<file path="src/rtl/cond_unit_pkg.sv">
// Shared processor definitions: condition-code encodings and flag bit positions.
// Imported by the decoder and by the condition unit.
package cond_unit_pkg;

  localparam logic [2:0] COND_EQ     = 3'b000;
  localparam logic [2:0] COND_NE     = 3'b001;
  localparam logic [2:0] COND_LT     = 3'b010;
  localparam logic [2:0] COND_LE     = 3'b011;
  localparam logic [2:0] COND_CO     = 3'b100;
  localparam logic [2:0] COND_NC     = 3'b101;
  localparam logic [2:0] COND_LTU    = 3'b110;
  localparam logic [2:0] COND_ALWAYS = 3'b111;

  // Flags are packed as {Z,C,N,V}
  localparam int FLAG_Z = 3;
  localparam int FLAG_C = 2;
  localparam int FLAG_N = 1;
  localparam int FLAG_V = 0;

  typedef logic [3:0] flags_t;

  function automatic flags_t pack_flags(input logic z, input logic c,
                                        input logic n, input logic v);
    flags_t f;
    f         = 4'b0000;
    f[FLAG_Z] = z;
    f[FLAG_C] = c;
    f[FLAG_N] = n;
    f[FLAG_V] = v;
    return f;
  endfunction

endpackage

</file>
<file path="src/rtl/cond_unit_eval.sv">
// Combinational condition evaluator: selects one predicate of the {Z,C,N,V} flags.
module cond_eval
  import cond_unit_pkg::*;
(
  input  logic [3:0] flags,
  input  logic [2:0] cond,
  output logic       result
);

  logic z_s, c_s, n_s, v_s;
  logic result_s;

  assign z_s = flags[FLAG_Z];
  assign c_s = flags[FLAG_C];
  assign n_s = flags[FLAG_N];
  assign v_s = flags[FLAG_V];

  // Condition-code decode
  always_comb begin
    result_s = 1'b0;
    case (cond)
      COND_EQ:     result_s = z_s;
      COND_NE:     result_s = ~z_s;
      COND_LT:     result_s = n_s ^ v_s;
      COND_LE:     result_s = z_s | (n_s ^ v_s);
      COND_CO:     result_s = c_s;
      COND_NC:     result_s = ~c_s;
      COND_LTU:    result_s = ~c_s;
      COND_ALWAYS: result_s = 1'b1;
      default:     result_s = 1'b0;
    endcase
  end

  assign result = result_s;

endmodule

</file>
<file path="src/rtl/cond_unit.sv">
// Condition unit: flag register, condition evaluation and an optional
// valid/ready output register producing a zero-extended set result.
module cond_unit
  import cond_unit_pkg::*;
#(
  parameter int WIDTH   = 16,
  parameter bit BYPASS  = 1'b1,
  parameter bit OUT_REG = 1'b1
) (
  input  logic             clk,
  input  logic             rst_n,
  input  logic             flag_we,
  input  logic [WIDTH-1:0] alu_out,
  input  logic             alu_cout,
  input  logic             alu_ovf,
  input  logic             eval_valid,
  input  logic [2:0]       cond,
  output logic             eval_ready,
  output logic             set_valid,
  output logic [WIDTH-1:0] set_out,
  input  logic             set_ready,
  output logic [3:0]       flags
);

  flags_t           flags_r;
  flags_t           new_flags_s;
  flags_t           src_flags_s;
  logic             result_s;
  logic [WIDTH-1:0] result_ext_s;

  assign new_flags_s = pack_flags(alu_out == {WIDTH{1'b0}}, alu_cout,
                                  alu_out[WIDTH-1], alu_ovf);

  // Flag source: freshly derived flags forward into a same-cycle evaluation
  always_comb begin
    src_flags_s = flags_r;
    if (BYPASS && flag_we) begin
      src_flags_s = new_flags_s;
    end else begin
      src_flags_s = flags_r;
    end
  end

  cond_eval u_cond_eval (
    .flags  (src_flags_s),
    .cond   (cond),
    .result (result_s)
  );

  assign result_ext_s = {{(WIDTH-1){1'b0}}, result_s};

  // Flag register
  always_ff @(posedge clk or negedge rst_n) begin
    if (!rst_n) begin
      flags_r <= 4'b0000;
    end else if (flag_we) begin
      flags_r <= new_flags_s;
    end else begin
      flags_r <= flags_r;
    end
  end

  assign flags = flags_r;

  generate
    if (OUT_REG) begin : g_out_reg
      logic             set_valid_r;
      logic [WIDTH-1:0] set_out_r;
      logic             accept_s;

      assign eval_ready = ~set_valid_r | set_ready;
      assign accept_s   = eval_valid & eval_ready;

      // Output stage: a new acceptance overwrites, a lone set_ready drains
      always_ff @(posedge clk or negedge rst_n) begin
        if (!rst_n) begin
          set_valid_r <= 1'b0;
          set_out_r   <= {WIDTH{1'b0}};
        end else if (accept_s) begin
          set_valid_r <= 1'b1;
          set_out_r   <= result_ext_s;
        end else if (set_ready) begin
          set_valid_r <= 1'b0;
          set_out_r   <= set_out_r;
        end else begin
          set_valid_r <= set_valid_r;
          set_out_r   <= set_out_r;
        end
      end

      assign set_valid = set_valid_r;
      assign set_out   = set_out_r;
    end else begin : g_out_comb
      logic unused_set_ready_s;

      // Pass-through mode never stalls, so set_ready has no effect
      assign unused_set_ready_s = set_ready;
      assign eval_ready         = 1'b1;
      assign set_valid          = eval_valid;
      assign set_out            = result_ext_s;
    end
  endgenerate

endmodule

</file>
<file path="config.mk">
export PLATFORM = sky130hd
export DESIGN_NAME = cond_unit
export DESIGN_NICKNAME = d
export VERILOG_FILES = /design/src/rtl/cond_unit_pkg.sv /design/src/rtl/cond_unit_eval.sv /design/src/rtl/cond_unit.sv
export SDC_FILE = /design/constraint.sdc
export NUM_CORES = 1
export LEC_CHECK = 0
export CORE_MARGIN = 2
export CORE_UTILIZATION = 29
export CTS_CLUSTER_DIAMETER = 120
export DETAILED_ROUTE_END_ITERATION = 12
export PLACE_DENSITY = 0.88
export SKIP_CTS_REPAIR_TIMING = 1
export SLEW_MARGIN = 15
export SYNTH_ARGS = -nofsm -noshare
export SYNTH_HDL_FRONTEND = slang
export SYNTH_SLANG_ARGS = --single-unit
</file>
<file path="constraint.sdc">
create_clock -name clk -period 1.85 [get_ports clk]
set_clock_uncertainty 0.05 [all_clocks]
set_input_delay 0.37 -clock clk [delete_from_list [all_inputs] [get_ports clk]]
set_output_delay 0.37 -clock clk [all_outputs]
set_load 0.1 [all_outputs]
</file>
# Word-level counts from Yosys, hierarchy flattened
# Cells that the tools add are included.
word_totals:
  out_inout_bits: 22
  regBits: 6
op_classes:
  muxes: 4
  n_reduce_logical: 4
  bitwise_logic: 7
  n_eq_ne: 7
op_table:
  columns: ["op", "n"]
  rows:
  - ["$logic_not 16->1", 1]
  - ["$eq 3x3->1 const B", 4]
  - ["$pmux 1 s7", 1]
  - ["$eq 3x2->1 const B", 2]
  - ["$mux 4", 1]
  - ["$eq 3x1->1 const B", 1]
  - ["$logic_not 3->1", 1]
  - ["$not 1->1", 3]
  - ["$mux 1", 2]
  - ["$or 1x1->1", 2]
  - ["$reduce_bool 2->1", 1]
  - ["$reduce_or 2->1", 1]
  - ["$and 1x1->1", 1]
  - ["$xor 1x1->1", 1]

# Logic depth before layout (Yosys ltp)
# Gate-level depths: netlist of the first run.
depth:
  word_depth: 5
  mapped_depth: 6
  mapped_depth_nobuf: 5

# By module
# From an unflattened synthesis of the first run, not the netlist that was laid out.
unflattened:
  hier_cells: 44
  hier_area_um2: 439.2
by_module_without_submodules:
  columns: ["mod", "area_per_inst_um2", "instances", "cells_per_inst", "seq_area_each_um2"]
  rows:
  - ["cond_unit", 389.1, 1, 37, 150.1]
  - ["cond_eval", 50.0, 1, 7, 0.0]

# Least setup slack after synthesis of the first run
# No wires, ideal clock.
synth_path:
  path_type: "flip-flop to flip-flop"
  from: "register g_out_reg.set_valid_r (netlist: set_valid)"
  to: "register g_out_reg.set_out_r[0] (netlist: set_out[0])"
  arrival_ns: 2.283
  stages_incl_launch_ff: 5
  path_buffers: 0
  setup_slack_ns: -0.613
  required_time_ns: 1.670
  synth_period_minus_slack_ns: 2.463
  cell_sequence: "dfrtp_1 -> nand2b_1 -> nand2_1 -> nand4b_1 -> a31oi_1"
synth_between:
  elab_chain_cells: 3
synth_lines:
  columns: ["element", "line", "text"]
  rows:
  - ["start, declared", "cond_unit.sv:67", "logic set_valid_r;"]
  - ["start signal, assigned", "cond_unit.sv:86", "set_valid_r <= set_valid_r;"]
  - ["$not 1->1", "cond_unit.sv:71", "assign eval_ready = ~set_valid_r | set_ready;"]
  - ["$or 1x1->1", "cond_unit.sv:71", null]
  - ["named net eval_ready", "cond_unit.sv:18", "output logic eval_ready,"]
  - ["$and 1x1->1", "cond_unit.sv:72", "assign accept_s = eval_valid & eval_ready;"]
  - ["end signal, assigned", "cond_unit.sv:78", "set_out_r <= {WIDTH{1'b0}};"]
  - ["end signal, assigned", "cond_unit.sv:81", "set_out_r <= result_ext_s;"]
  - ["end signal, assigned", "cond_unit.sv:84", "set_out_r <= set_out_r;"]
  - ["end, declared", "cond_unit.sv:68", "logic [WIDTH-1:0] set_out_r;"]
# The timed path passes the listed nets, and every way through them passes these cells.
# A chain may end at the register's enable or synchronous reset.

# Worst setup path in the final report of the first run
layout_path:
  from: "input port alu_out[10]"
  to: "register g_out_reg.set_out_r[0] (netlist: set_out[0])"
layout_between:
  elab_chain_cells: 4
  elab_cells_between_ends: 5
  cone_classes: "mux (2); bitwise (2); reduce/logical (1)"
layout_lines:
  columns: ["element", "line", "text"]
  rows:
  - ["start, declared", "cond_unit.sv:13", "input logic [WIDTH-1:0] alu_out,"]
  - ["$logic_not 16->1 (*)", "cond_unit.sv:31", "assign new_flags_s = pack_flags(alu_out == {WIDTH{1'b0}}, alu_cout,"]
  - ["$mux 4 (*)", "cond_unit.sv:37", "if (BYPASS && flag_we) begin"]
  - ["$or 1x1->1 / $not 1->1 (equally long branches)", "cond_unit_eval.sv:25, cond_unit_eval.sv:23", null]
  - ["$pmux 1 s7 (*)", "cond_unit_eval.sv:21", "case (cond)"]
# Every way passes the cells marked *; elsewhere a longest branch is shown, timed or not.

==> results of run 1 <==
metal layers:
layer | global-route usage [%] | vias to the layer above
met1 | 14.1 | 224
met2 | 25.9 | 40
met4 | 7.06 | 0
met3 | 6.75 | 2
li1 | - | 241
met5 | 0 | -
cells in the mapped netlist, drive strengths merged, types with 2 or more instances:
| library cell | count | share of area [%] |
|---|---|---|
| xnor2 | 2 | 3.5 |
| inv | 3 | 2.3 |
| nand2 | 4 | 3.0 |
| mux2 | 2 | 4.5 |
| buf | 16 | 24 |
| nand2b | 3 | 3.8 |
| nor3 | 2 | 3.0 |
| a21oi | 3 | 3.0 |
| dfrtp | 6 | 30 |
| nor4 | 3 | 3.8 |
placed cells by master (no fill, tap or decap), types with 2 or more instances in the layout:
| cell | synthesis | routed |
|---|---|---|
| nand2_1 | 4 | 4 |
| dfrtp_2 | 0 | 3 |
| dlymetal6s2s_1 | 0 | 5 |
| mux2_2 | 2 | 2 |
| xnor2_1 | 2 | 2 |
| clkbuf_4 | 0 | 3 |
| nor4_1 | 3 | 3 |
| nand2b_1 | 3 | 2 |
| buf_12 | 0 | 7 |
| buf_4 | 15 | 5 |
| a21oi_1 | 3 | 3 |
| clkdlybuf4s50_1 | 0 | 20 |
| dfrtp_1 | 6 | 3 |
| inv_1 | 3 | 3 |
| conb_1 | 1 | 15 |
stage by stage:
step / instance area (um^2) / TNS (ns)
global route: 927 / 0
finish: 927 / 0
global placement: 881 / -0.234
floorplan: 558 / 0
detailed placement: 881 / -0.276
CTS: 907 / -0.0128
cells by family after synthesis:
family	synth area share, %
xor gates and xnor gates	3.51
AOI/OAI and AO/OA	8.77
and+or+nand+nor	20.1
other	0.751
muxes	11.0
DFF	30.1
buffers and inverters	25.8
cell type report:
type | count | area [um^2] | area share, %
timing repair buffer | 37 | 440 | 47.5
clock buffer | 4 | 26.3 | 2.83
inverter | 3 | 11.3 | 1.21
tap | 16 | 20.0 | 2.16
sequential | 6 | 154 | 16.6
multi-input combinational | 44 | 275 | 29.7
power by group through the flow:
stage,combinational [mW],clock [mW],sequential [mW]
6_report,0.411,0.136,0.162
5_1_grt,0.425,0.151,0.164
4_1_cts,0.414,0.146,0.162
3_5_place_dp,0.413,0,0.164
3_3_place_gp,0.409,0,0.163
2_1_floorplan,0.212,0,0.244
registers in the layout (all words and copies together) (netlist names):
name / count
flags: 4
set_out: 1
set_valid: 1
path summary, 6_finish.rpt:
| kind | to | cells past startpoint | slack, ns |
|---|---|---|---|
| worst max-delay path | set_out[0]$_DFFE_PN0P_ | 6 | 0.12 |
| worst min-delay path | set_valid$_DFFE_PN0P_ | 1 | 0.32 |
| worst max register to register | set_out[0]$_DFFE_PN0P_ | 5 | 0.32 |
| worst min register to register | flags[0]$_DFF_PN0_ | 1 | 0.54 |
| max in group asynchronous | flags[1]$_DFF_PN0_ | 1 | 1.17 |
| min in group clk | flags[3]$_DFF_PN0_ | 2 | 0.48 |
worst reg2reg max path, delay by kind of cell, from the launching register on:
family,cells,cell delay (ns)
muxes,1,0.46
xor gates and xnor gates,1,0.16
AOI/OAI and AO/OA,1,0.14
and+or+nand+nor,2,0.21
DFF,1,0.44
==> metrics, run 1 <==
core footprint=1560 um^2; Routed Antenna Nets=0; worst voltage drop across the vdd grid=0.441 mV; proportion of total power due to net switching=49.5%; total number of vias=507; Avg Cell Area, Syn=9.08 um^2; Critical R2R Launch=flags[1]$_DFF_PN0_; async set-reset flop share out of synthesis=100%; maximum fanout along the worst path=3; FMAX=577 MHz; via count of the first global-routing pass=497; Sw Pwr=0.351 mW; Worst Setup Slack, final=0.117 ns; average wire per standard cell=12.8 um; final instance count without filler cells=110; layout cell share with drive strength beyond 1=25.5%; Internal Power=0.358 mW; Area Growth Syn to Fin=85.7%; outcome=complete, no violations; kind of path behind the tightest hold check=in -> async; endpoints failing hold=0; kind of end point of the critical path=flip-flop; Starting DRT DRC Count=5; final weighted congestion in routability-driven placement=0.767; number of maximum-capacitance violations=0; Final Power=0.708 mW; met2 wire len=681 um; Synth warnings=0; DRC violations left=0; DRT Pass-1 Iters=4; topmost layer with routed signal wires=met4; dominant delay contributor by cell family on the critical path=simple AND/OR/NAND/NOR gates; buffer depth of the longest clock path=2; estimated wirelength of the detail-placed design=1.22 mm; global-route total usage across every layer=14.6%; CP max-delay cell=or4_4; diode insertion count for antenna repair=0; power share of the clock group=19.2%; detailed-routing wirelength on met1=504 um; fraction of the yosys area taken by sequential cells=30.1%; startpoint-to-endpoint class of the critical path=in -> reg; Post-Route Utilization=59.5%; minimum clock period after layout=1.73 ns; worst slack, placed=-0.276 ns; y dimension of the die=45.5 um; number of antenna violations at the first check in global routing=0; Most used DFF post-synth=dfrtp_1; overflow left after global routing=0; final hold slack=0.322 ns; unrepaired setup endpoints after global routing=no; clock sink total=6; deepest level of the CTS H-tree=1; combinational share of power=58.0%; initial core utilization=32.0%; number of top-level design ports=48; final max-slew violation count=0; die span in x=45.5 um; Die Outline Area=2070 um^2; CTS root buffer=clkbuf_4; flip-flop and latch count after synthesis=6; final WL=1.41 mm; buffers and inverters on the worst path=1; clock slew seen by the registers of the worst setup and hold paths=0.05 ns; power per cell area=764 nW/um^2; signal arrival time at the worst endpoint=1.85 ns; count of nets after finishing=121; Netlist cell types=23; met3 wirelength from detailed routing=209 um; total of fill cells in the finished design=134; Clock Latency Late Sink=0.25 ns; proportion of power drawn by flip-flops and latches=22.8%; first-pass GRT wire length=2.10 mm; TritonCTS clock tree=done; largest net degree at the start of global routing=7; Period Utilization, post-route=93.7%; via density per instance=4.61; static leakage=0.440 nW; dpl cells=105; setup violation total in the final timing report=0; Critical Path, Cell by Cell=dlymetal6s2s_1, or4_4, nor3_2, nand4_1, a211o_1, a31oi_1; total of buffers placed on input and output ports=32; Critical Path RT=1.96 ns; max incr delay on CP=0.53 ns; Placement Rows=14; number of flops mapped to enable cells by yosys=0; synthesized cell area=499 um^2; startpoint types=input pin; cell count after synthesis=55; beginning of the critical path=alu_out[10]; total CTS buffers=3
No activity file was read; power rests on OpenSTA's default activity.
==> inputs of run 2 (changes only) <==
Settings changed: CAP_MARGIN set to 20.
==> results of run 2 <==
Final layout, timing and power as in run 1 (identical DEF).
